**src/rtl/pam_demod_param_pkg.sv**
```systemverilog
// Shared types and helpers for the parametrised M-ary PAM demodulator.
// Thresholds and widths are derived here so the top level and the averager agree.
package pam_pkg;

  typedef enum logic {
    WARMUP = 1'b0,
    RUN    = 1'b1
  } state_t;

  // Default level count; parametrised instances use levels(SYM_BITS).
  localparam int M = 4;

  function automatic int levels(int sym_bits);
    return 1 << sym_bits;
  endfunction

  function automatic int thr(int k, int offset, int step);
    return offset + k * step;
  endfunction

  function automatic int sum_w(int in_w, int avg_log2);
    return in_w + avg_log2;
  endfunction

endpackage

```
**src/rtl/pam_demod_param_if.sv**
```systemverilog
// Sample-in / symbol-out bundle for pam_demod_param.
interface pam_demod_param_if #(
  parameter int IN_W     = 8,
  parameter int SYM_BITS = 2
);
  logic                   in_valid;
  logic signed [IN_W-1:0] in_sample;
  logic                   sym_sync;
  logic [SYM_BITS-1:0]    sym_out;
  logic                   sym_valid;
  logic [IN_W-1:0]        avg_out;

  modport master (
    output in_valid, in_sample, sym_sync,
    input  sym_out, sym_valid, avg_out
  );

  modport slave (
    input  in_valid, in_sample, sym_sync,
    output sym_out, sym_valid, avg_out
  );
endinterface

```
**src/rtl/pam_demod_param_moving_avg.sv**
```systemverilog
// Power-of-two moving average over rectified magnitudes, with a fill flag
// that rises once the window holds N real samples.
module pam_moving_avg
  import pam_pkg::*;
#(
  parameter int IN_W     = 8,
  parameter int AVG_LOG2 = 3
) (
  input  logic            clk,
  input  logic            rst,
  input  logic            en,
  input  logic [IN_W-1:0] mag,
  output logic [IN_W-1:0] avg,
  output logic            filled
);

  localparam int N  = 1 << AVG_LOG2;
  localparam int SW = sum_w(IN_W, AVG_LOG2);
  localparam int PW = (AVG_LOG2 > 0) ? AVG_LOG2 : 1;
  localparam int FW = AVG_LOG2 + 1;

  logic [IN_W-1:0] win [N];
  logic [PW-1:0]   wr_ptr;
  logic [SW-1:0]   sum;
  logic [FW-1:0]   fill;

  // The slot being overwritten is the oldest sample, so it leaves the sum.
  always_ff @(posedge clk) begin
    if (rst) begin
      for (int i = 0; i < N; i++) win[i] <= '0;
      wr_ptr <= '0;
      sum    <= '0;
      fill   <= '0;
    end else if (en) begin
      win[wr_ptr] <= mag;
      sum         <= sum + SW'(mag) - SW'(win[wr_ptr]);
      wr_ptr      <= (int'(wr_ptr) == N - 1) ? '0 : wr_ptr + 1'b1;
      if (!filled) fill <= fill + 1'b1;
    end
  end

  assign filled = (fill == FW'(N));
  assign avg    = IN_W'(sum >> AVG_LOG2);

endmodule

```
**src/rtl/pam_demod_param.sv**
```systemverilog
// M-ary PAM demodulator: rectify, moving-average, slice, one symbol per SPS
// accepted samples, with resync on sym_sync and warm-up strobe suppression.
module pam_demod_param
  import pam_pkg::*;
#(
  parameter int IN_W     = 8,
  parameter int SYM_BITS = 2,
  parameter int AVG_LOG2 = 3,
  parameter int SPS      = 16,
  parameter int OFFSET   = 9,
  parameter int STEP     = 19
) (
  input logic               clk,
  input logic               rst,
  pam_demod_param_if.slave  bus
);

  localparam int LVLS  = levels(SYM_BITS);
  localparam int CNT_W = (SPS > 1) ? $clog2(SPS) : 1;
  localparam logic [CNT_W-1:0] LAST = CNT_W'(SPS - 1);

  if (SPS < (1 << AVG_LOG2)) begin : g_chk_sps
    $error("SPS must be at least the moving-average window length");
  end
  if (thr(LVLS - 2, OFFSET, STEP) >= (1 << (IN_W - 1))) begin : g_chk_thr
    $error("Top decision threshold exceeds the magnitude range");
  end

  state_t              state, state_next;
  logic [CNT_W-1:0]    cnt, cnt_now;
  logic [IN_W-1:0]     mag_now, mag_q, avg, avg_q;
  logic                mag_v, filled;
  logic                dec1, dec2, dec3;
  logic [SYM_BITS-1:0] level, sym_q;
  logic                sym_v_q;

  // Full-width negate so the most negative sample maps to 2**(IN_W-1).
  assign mag_now = bus.in_sample[IN_W-1] ? (~bus.in_sample + 1'b1) : bus.in_sample;
  assign cnt_now = bus.sym_sync ? '0 : cnt;

  pam_moving_avg #(.IN_W(IN_W), .AVG_LOG2(AVG_LOG2)) u_avg (
    .clk    (clk),
    .rst    (rst),
    .en     (mag_v),
    .mag    (mag_q),
    .avg    (avg),
    .filled (filled)
  );

  always_ff @(posedge clk) begin
    if (rst) state <= WARMUP;
    else     state <= state_next;
  end

  always_comb begin
    state_next = state;
    case (state)
      WARMUP:  if (filled) state_next = RUN;
      RUN:     state_next = RUN;
      default: state_next = WARMUP;
    endcase
  end

  always_comb begin
    level = '0;
    for (int k = 0; k < LVLS - 1; k++)
      if (int'(avg_q) > thr(k, OFFSET, STEP)) level = level + 1'b1;
  end

  // Decision flags ride alongside the data and drain even through in_valid gaps.
  always_ff @(posedge clk) begin
    if (rst) begin
      cnt     <= '0;
      mag_q   <= '0;
      mag_v   <= 1'b0;
      dec1    <= 1'b0;
      dec2    <= 1'b0;
      dec3    <= 1'b0;
      avg_q   <= '0;
      sym_q   <= '0;
      sym_v_q <= 1'b0;
    end else begin
      mag_v <= bus.in_valid;
      dec1  <= bus.in_valid && (cnt_now == LAST) && (state == RUN);
      if (bus.in_valid) begin
        mag_q <= mag_now;
        cnt   <= (cnt_now == LAST) ? '0 : cnt_now + 1'b1;
      end
      dec2    <= dec1;
      avg_q   <= avg;
      dec3    <= dec2;
      sym_v_q <= dec3;
      if (dec3) sym_q <= level;
    end
  end

  assign bus.avg_out   = avg_q;
  assign bus.sym_out   = sym_q;
  assign bus.sym_valid = sym_v_q;

endmodule

```
**src/flat_wrapper.sv**
```systemverilog
// flat-port wrapper written by rule: the top's interface ports become plain ports
module pam_demod_param_flat import pam_pkg::*;
#(
  parameter int IN_W     = 8,
  parameter int SYM_BITS = 2,
  parameter int AVG_LOG2 = 3,
  parameter int SPS      = 16,
  parameter int OFFSET   = 9,
  parameter int STEP     = 19
)
  (clk, rst, bus_in_valid, bus_in_sample, bus_sym_sync, bus_sym_out, bus_sym_valid, bus_avg_out);
  pam_demod_param_if #(.IN_W(IN_W), .SYM_BITS(SYM_BITS)) bus_i ();
  input logic clk;
  input logic rst;
  input wire logic [$bits(bus_i.in_valid)-1:0] bus_in_valid;
  input wire logic [$bits(bus_i.in_sample)-1:0] bus_in_sample;
  input wire logic [$bits(bus_i.sym_sync)-1:0] bus_sym_sync;
  output wire logic [$bits(bus_i.sym_out)-1:0] bus_sym_out;
  output wire logic [$bits(bus_i.sym_valid)-1:0] bus_sym_valid;
  output wire logic [$bits(bus_i.avg_out)-1:0] bus_avg_out;
  assign bus_i.in_valid = bus_in_valid;
  assign bus_i.in_sample = bus_in_sample;
  assign bus_i.sym_sync = bus_sym_sync;
  assign bus_sym_out = bus_i.sym_out;
  assign bus_sym_valid = bus_i.sym_valid;
  assign bus_avg_out = bus_i.avg_out;
  pam_demod_param #(.IN_W(IN_W), .SYM_BITS(SYM_BITS), .AVG_LOG2(AVG_LOG2), .SPS(SPS), .OFFSET(OFFSET), .STEP(STEP)) u_core (.clk(clk), .rst(rst), .bus(bus_i));
endmodule
```
**config.mk**
```make
export PLATFORM = sky130hd
export DESIGN_NAME = pam_demod_param_flat
export DESIGN_NICKNAME = d
export VERILOG_FILES = /design/src/rtl/pam_demod_param_pkg.sv /design/src/rtl/pam_demod_param_if.sv /design/src/rtl/pam_demod_param_moving_avg.sv /design/src/rtl/pam_demod_param.sv /design/src/flat_wrapper.sv
export SDC_FILE = /design/constraint.sdc
export NUM_CORES = 1
export LEC_CHECK = 0
export BUFFER_PORTS_ARGS = -buffer_cell sky130_fd_sc_hd__buf_2
export CORE_UTILIZATION = 25
export CTS_CLUSTER_DIAMETER = 60
export DETAILED_ROUTE_END_ITERATION = 6
export GPL_TIMING_DRIVEN = 0
export SLEW_MARGIN = 20
export SYNTH_ARGS = -nofsm -noshare
export SYNTH_HDL_FRONTEND = slang
export SYNTH_SLANG_ARGS = --single-unit
```
**constraint.sdc**
```tcl
create_clock -name clk -period 5.05 [get_ports clk]
set_clock_uncertainty 0.2 [all_clocks]
set_input_delay 0.2525 -clock clk [delete_from_list [all_inputs] [get_ports clk]]
set_output_delay 0.2525 -clock clk [all_outputs]
set_load 0.1 [all_outputs]
```
After elaboration in Yosys (flattened, before gate mapping)
Memory sizes are Yosys's and may differ from the RTL's. A register that Yosys moved wholly into a read port is not among the register bits.
Index checks and enable logic that the tools add are counted.
{ "word_totals": {"reg_bits": 46, "ramBits": 64, "out_inout_bits": 11, "input_bits": 12, "n_memories": 1} }
{ "mem_list": {"columns": ["memory", "words", "word_bits", "read_ports", "rd_clocked_by_memory_dff", "write_ports", "line_no", "source"], "rows": [
  ["u_core.u_avg.win", 8, 8, 1, 1, 8, "pam_demod_param_moving_avg.sv:22", "logic [IN_W-1:0] win [N];"]
]} }
{ "op_classes": {"magnitude_cmp": 3, "reduce_logical": 4, "n_eq_ne": 3, "add_sub_neg": 8, "n_mux": 19, "bitwise": 3} }
{ "ops": {"columns": ["cell", "n"], "rows": [
  ["8-bit two-way mux", 2],
  ["3-bit two-way mux", 4],
  ["11-bit by 8-bit adder with 11-bit output", 1],
  ["11-bit by 8-bit subtractor with 11-bit output", 1],
  ["4-bit by 1-bit adder with 4-bit output (second input constant)", 2],
  ["8-bit by 1-bit adder with 8-bit output (second input constant)", 1],
  ["4-bit equality test (second input constant)", 2],
  ["8-bit by 4-bit greater-than comparator with 1-bit output (second input constant)", 1],
  ["8-bit by 5-bit greater-than comparator with 1-bit output (second input constant)", 1],
  ["8-bit by 6-bit greater-than comparator with 1-bit output (second input constant)", 1],
  ["1-bit two-way mux", 8],
  ["4-bit two-way mux", 2],
  ["8-bit NOT", 1],
  ["8-bit OR reduction", 1],
  ["2-bit two-way mux", 2],
  ["3-bit by 1-bit adder with 3-bit output (second input constant)", 1],
  ["3-bit by 1-bit equality test with 1-bit output (second input constant)", 1],
  ["1-bit by 1-bit adder with 2-bit output (second input constant)", 1],
  ["2-bit by 1-bit adder with 2-bit output (second input constant)", 1],
  ["1-bit logical AND", 2],
  ["1-bit NOT", 2],
  ["1-bit one-hot mux with 2 select lines", 1],
  ["2-bit AND reduction", 1]
]} }

Depth between registers and ports, before layout
{ "depth": {"ltp_word": 6, "ltp_mapped": 14} }

Modules after synthesis
A second synthesis with hierarchy kept.
{ "hier_totals": {"cells_unflattened": 511, "hier_area_um2": 5771.8} }
{ "modules_own_cells": {"columns": ["mod", "instances", "seq_area_each_um2", "cells_each", "area_each_um2"], "rows": [
  ["pam_moving_avg", 1, 2342.2, 382, 4558.1],
  ["pam_demod_param", 1, 560.5, 129, 1213.7]
]} }

Worst setup path after synthesis
OpenSTA, ideal clock, no wires.
{ "synth_path": {"path_type": "register to register", "from": "register (tool-made name)", "to": "register u_core.u_avg.sum[10]", "arrival_ns": 3.472, "stages_incl_launch_ff": 12, "n_path_buf": 2, "setup_slack_ns": 1.257, "cell_sequence": "dfxtp_1 -> buf_2 -> buf_4 -> mux4_2 -> mux2_2 -> fa_1 -> fa_1 -> nor2b_4 -> o31ai_2 -> a2111o_1 -> o211ai_2 -> mux2_2"} }
{ "synth_rtl": {"columns": ["element", "line_no", "source"], "rows": [
  ["to (signal assigned)", "pam_demod_param_moving_avg.sv:36", "sum <= sum + SW'(mag) - SW'(win[wr_ptr]);"],
  ["to (decl)", "pam_demod_param_moving_avg.sv:24", "logic [SW-1:0] sum;"]
]} }

==> results.sh <==
export IMPL_status="completed"
export IMPL_drc=0
export IMPL_cp_required_ps=5150
export IMPL_antennaDiodeCount=0
export IMPL_cp_arrival_ps=4260
export IMPL_cts_resized_gates=0
export IMPL_final_max_slew_viol_count=0
export IMPL_top_layer="met5"
export IMPL_power_density_nw_per_um2=412.2
export IMPL_clock_path_buffers=2
export IMPL_finalWirelength_mm=12.83
export IMPL_yosys_top_cells_area="edfxtp_1, dfxtp_1, mux4_2, nor3_1, ha_1"
export IMPL_finalHoldViolCount=0
export IMPL_grt_pass1_vias=3572
export IMPL_met2_length_mm=6.225
export IMPL_relSlewSlack=0.3957
export IMPL_drtAntennaViolNets=0
export IMPL_dp_hpwl_mm=9.330
export IMPL_overflow=0
export IMPL_die_y_um=150.7
export IMPL_grt_pass1_wl_mm=19.80
export IMPL_setup_viol=0
export IMPL_crit_type="reg2reg"
export IMPL_synth_area_per_cell_sq_um=11.36
export IMPL_critPathLaunchType="flop"
export IMPL_drv_cap=0
export IMPL_antenna_found_initial=1
export IMPL_syn_inst=487
export IMPL_async_flop_share=0
export IMPL_ir_drop_v=0.0002401
export IMPL_die_x_um=150.7
export IMPL_clkSlewWorstSetupHoldPaths_ps=50
export IMPL_htree_num_levels=4
export IMPL_syn_num_nets=526
export IMPL_final_nets=575
export IMPL_place_congestion=0.8155
export IMPL_ys_warn_count=0
export IMPL_num_io_pins=23
export IMPL_finalCriticalPeriod_ps=4159
export IMPL_synth_area_sq_um=5530
export IMPL_seq_area_sq_um=2903
export IMPL_viasPerCell=4.619
export IMPL_hold_class="in2reg"
export IMPL_core_sq_um=21760
export IMPL_period_share=0.8236
export IMPL_synth_area_leader_cell="edfxtp_1"
export IMPL_area_delta_synth_final_pct=19.84
export IMPL_numCtsBuffers=17
export IMPL_drt_met1_wl_mm=5.748
export IMPL_critPathMaxFanout=10
export IMPL_first_iter_violations=243
export IMPL_endpoint_kind="flop"
export IMPL_fmax_ghz=0.2404
export IMPL_power_total_w=0.002732
export IMPL_grt_use_total=0.1198
export IMPL_tightestPinTransition_ps=900.4
export IMPL_portBuffers=21
export IMPL_synth_edf_count=64
export IMPL_synth_ff_type="edfxtp_1"
export IMPL_rows=54
export IMPL_num_vias=3829
export IMPL_yosysMostFrequentCell="edfxtp_1"
export IMPL_route_met3_wl_um=675
export IMPL_rsz0062_at_grt="no"
export IMPL_clk_latency_ps=420
export IMPL_synth_top_cell_area_share=0.3475
export IMPL_synth_seq_cells=113
export IMPL_grt_max_degree=17
export IMPL_pre_cts_ws_ps=913.2
export IMPL_fill_cells=2216
export IMPL_layout_drive_gt1_share=0.1676
export IMPL_timing_setup_tns_ps=0
export IMPL_postCtsSetupBuffers=0
export IMPL_wl_per_cell_um=15.48
export IMPL_leakagePower_nw=2.464
export IMPL_die_area_sq_um=22720
export IMPL_fin_ws_ps=890.9
export IMPL_floorplan_initialDensity=0.2542
export IMPL_cts_tree="built"
export IMPL_yosys_top_cells_count="edfxtp_1, nor3_1, dfxtp_1, nor2_1, inv_1"
export IMPL_clock_sinks=113
export IMPL_dr_pass1_iters=5
export IMPL_cts_root_buffer="clkbuf_16"
export IMPL_multiInputGateArea_sq_um=2352
export IMPL_yosysUniqueCellTypes=56
export IMPL_ys_seq_area_frac=0.5249
## what timing repair did
action                     4_1_cts  5_1_grt
hold endpoints to repair         7        0
setup endpoints to repair        0        0
hold buffers                     9        0
## critical path: stages (launching register included)
cell and delay, ps:
dfxtp_1 310, clkbuf_2 230, buf_1 510, mux4_2 400, mux2_2 310, fa_1 490
fa_1 500, nor2b_4 160, o31ai_2 120, a2111o_1 400, o211ai_2 70, mux2_2 340
## report_power, final
group / internal, W / switching [W]
Sequential: 0.00103 / 0.0000320
Combinational: 0.000226 / 0.000350
Clock: 0.000701 / 0.000395
## worst paths after layout
path,slack (ps),end,cells past startpoint,from
hold / removal,10,u_core.mag_q[4],3,bus_in_sample[4]
setup reg to reg,890,u_core.u_avg.sum[10],11,flop
hold reg to reg,250,u_core.dec3,1,u_core.dec2
setup / recovery,890,u_core.u_avg.sum[10],11,flop
## kinds of logic after synthesis
group / synth area share
multiplexers: 0.09978
buffers and inverters: 0.04977
XOR/XNOR: 0.01584
adder cells (fa/ha/maj): 0.07195
flip-flops: 0.5249
AND/OR/NAND/NOR: 0.1590
AO/OA/AOI/OAI: 0.07874
## routing by layer
layer,vias up,global-route usage
met5,-,0
met4,2,0.04000
met3,21,0.03970
met2,79,0.1931
met1,1872,0.1496
li1,1855,-
## layout make-up
class	instances	area share
plain buffers	26	0.01661
clock buffers	27	0.07891
clock inverters	5	0.004342
inverters	44	0.02492
multi-input cells	304	0.3549
flip-flops and latches	113	0.4380
well taps	280	0.05286
repair buffers	30	0.02945
## cell usage in the layout, fill, tap and decap left out, types with 3 or more instances in the layout
master         Yosys  routed
a211oi_1          10      10
a21o_1             3       3
a21oi_1           19      19
and2_1            18      18
buf_1              8       8
buf_2              3      24
clkbuf_1          12      16
clkbuf_16          0      17
clkbuf_8           0       6
clkinv_1           9       9
clkinv_2           0       4
dfxtp_1           49      49
dlygate4sd3_1      0       9
edfxtp_1          64      64
fa_1               8       8
ha_1              19      19
inv_1             35      35
mux2_2             9       9
mux2i_1            9       9
mux4_2            16      16
nand2_1           17      17
nand2b_1           4       4
nand3_1            8       8
nand3b_1           3       3
nand4_1            4       4
nor2_1            37      37
nor2b_1            9       9
nor3_1            55      55
o21a_1             3       3
o21ai_0           14       8
o21ai_1            0       6
xnor2_1            4       4
xor2_1             6       6
## state kept, by name, indices dropped and copies added, names as in the netlist, 2 cells and up, named ones only
register,flops
u_core.bus.avg_out,8
u_core.bus.sym_out,2
u_core.cnt,4
u_core.mag_q,8
u_core.u_avg.fill,4
u_core.u_avg.sum,11
u_core.u_avg.win,64
u_core.u_avg.wr_ptr,3
## through the flow
stage,cell area [sq um],utilization,cells,hold WS [ps]
after floorplan,5530,-,487,129.8
final,6628,0.3046,829,12.99
after detailed placement,5986,0.2751,788,241.7
after global routing,6628,0.3046,829,26.37
after global placement,5986,0.2751,788,230.1
after CTS,6628,0.3046,829,2.149
Power figures use the tool's default switching activity.
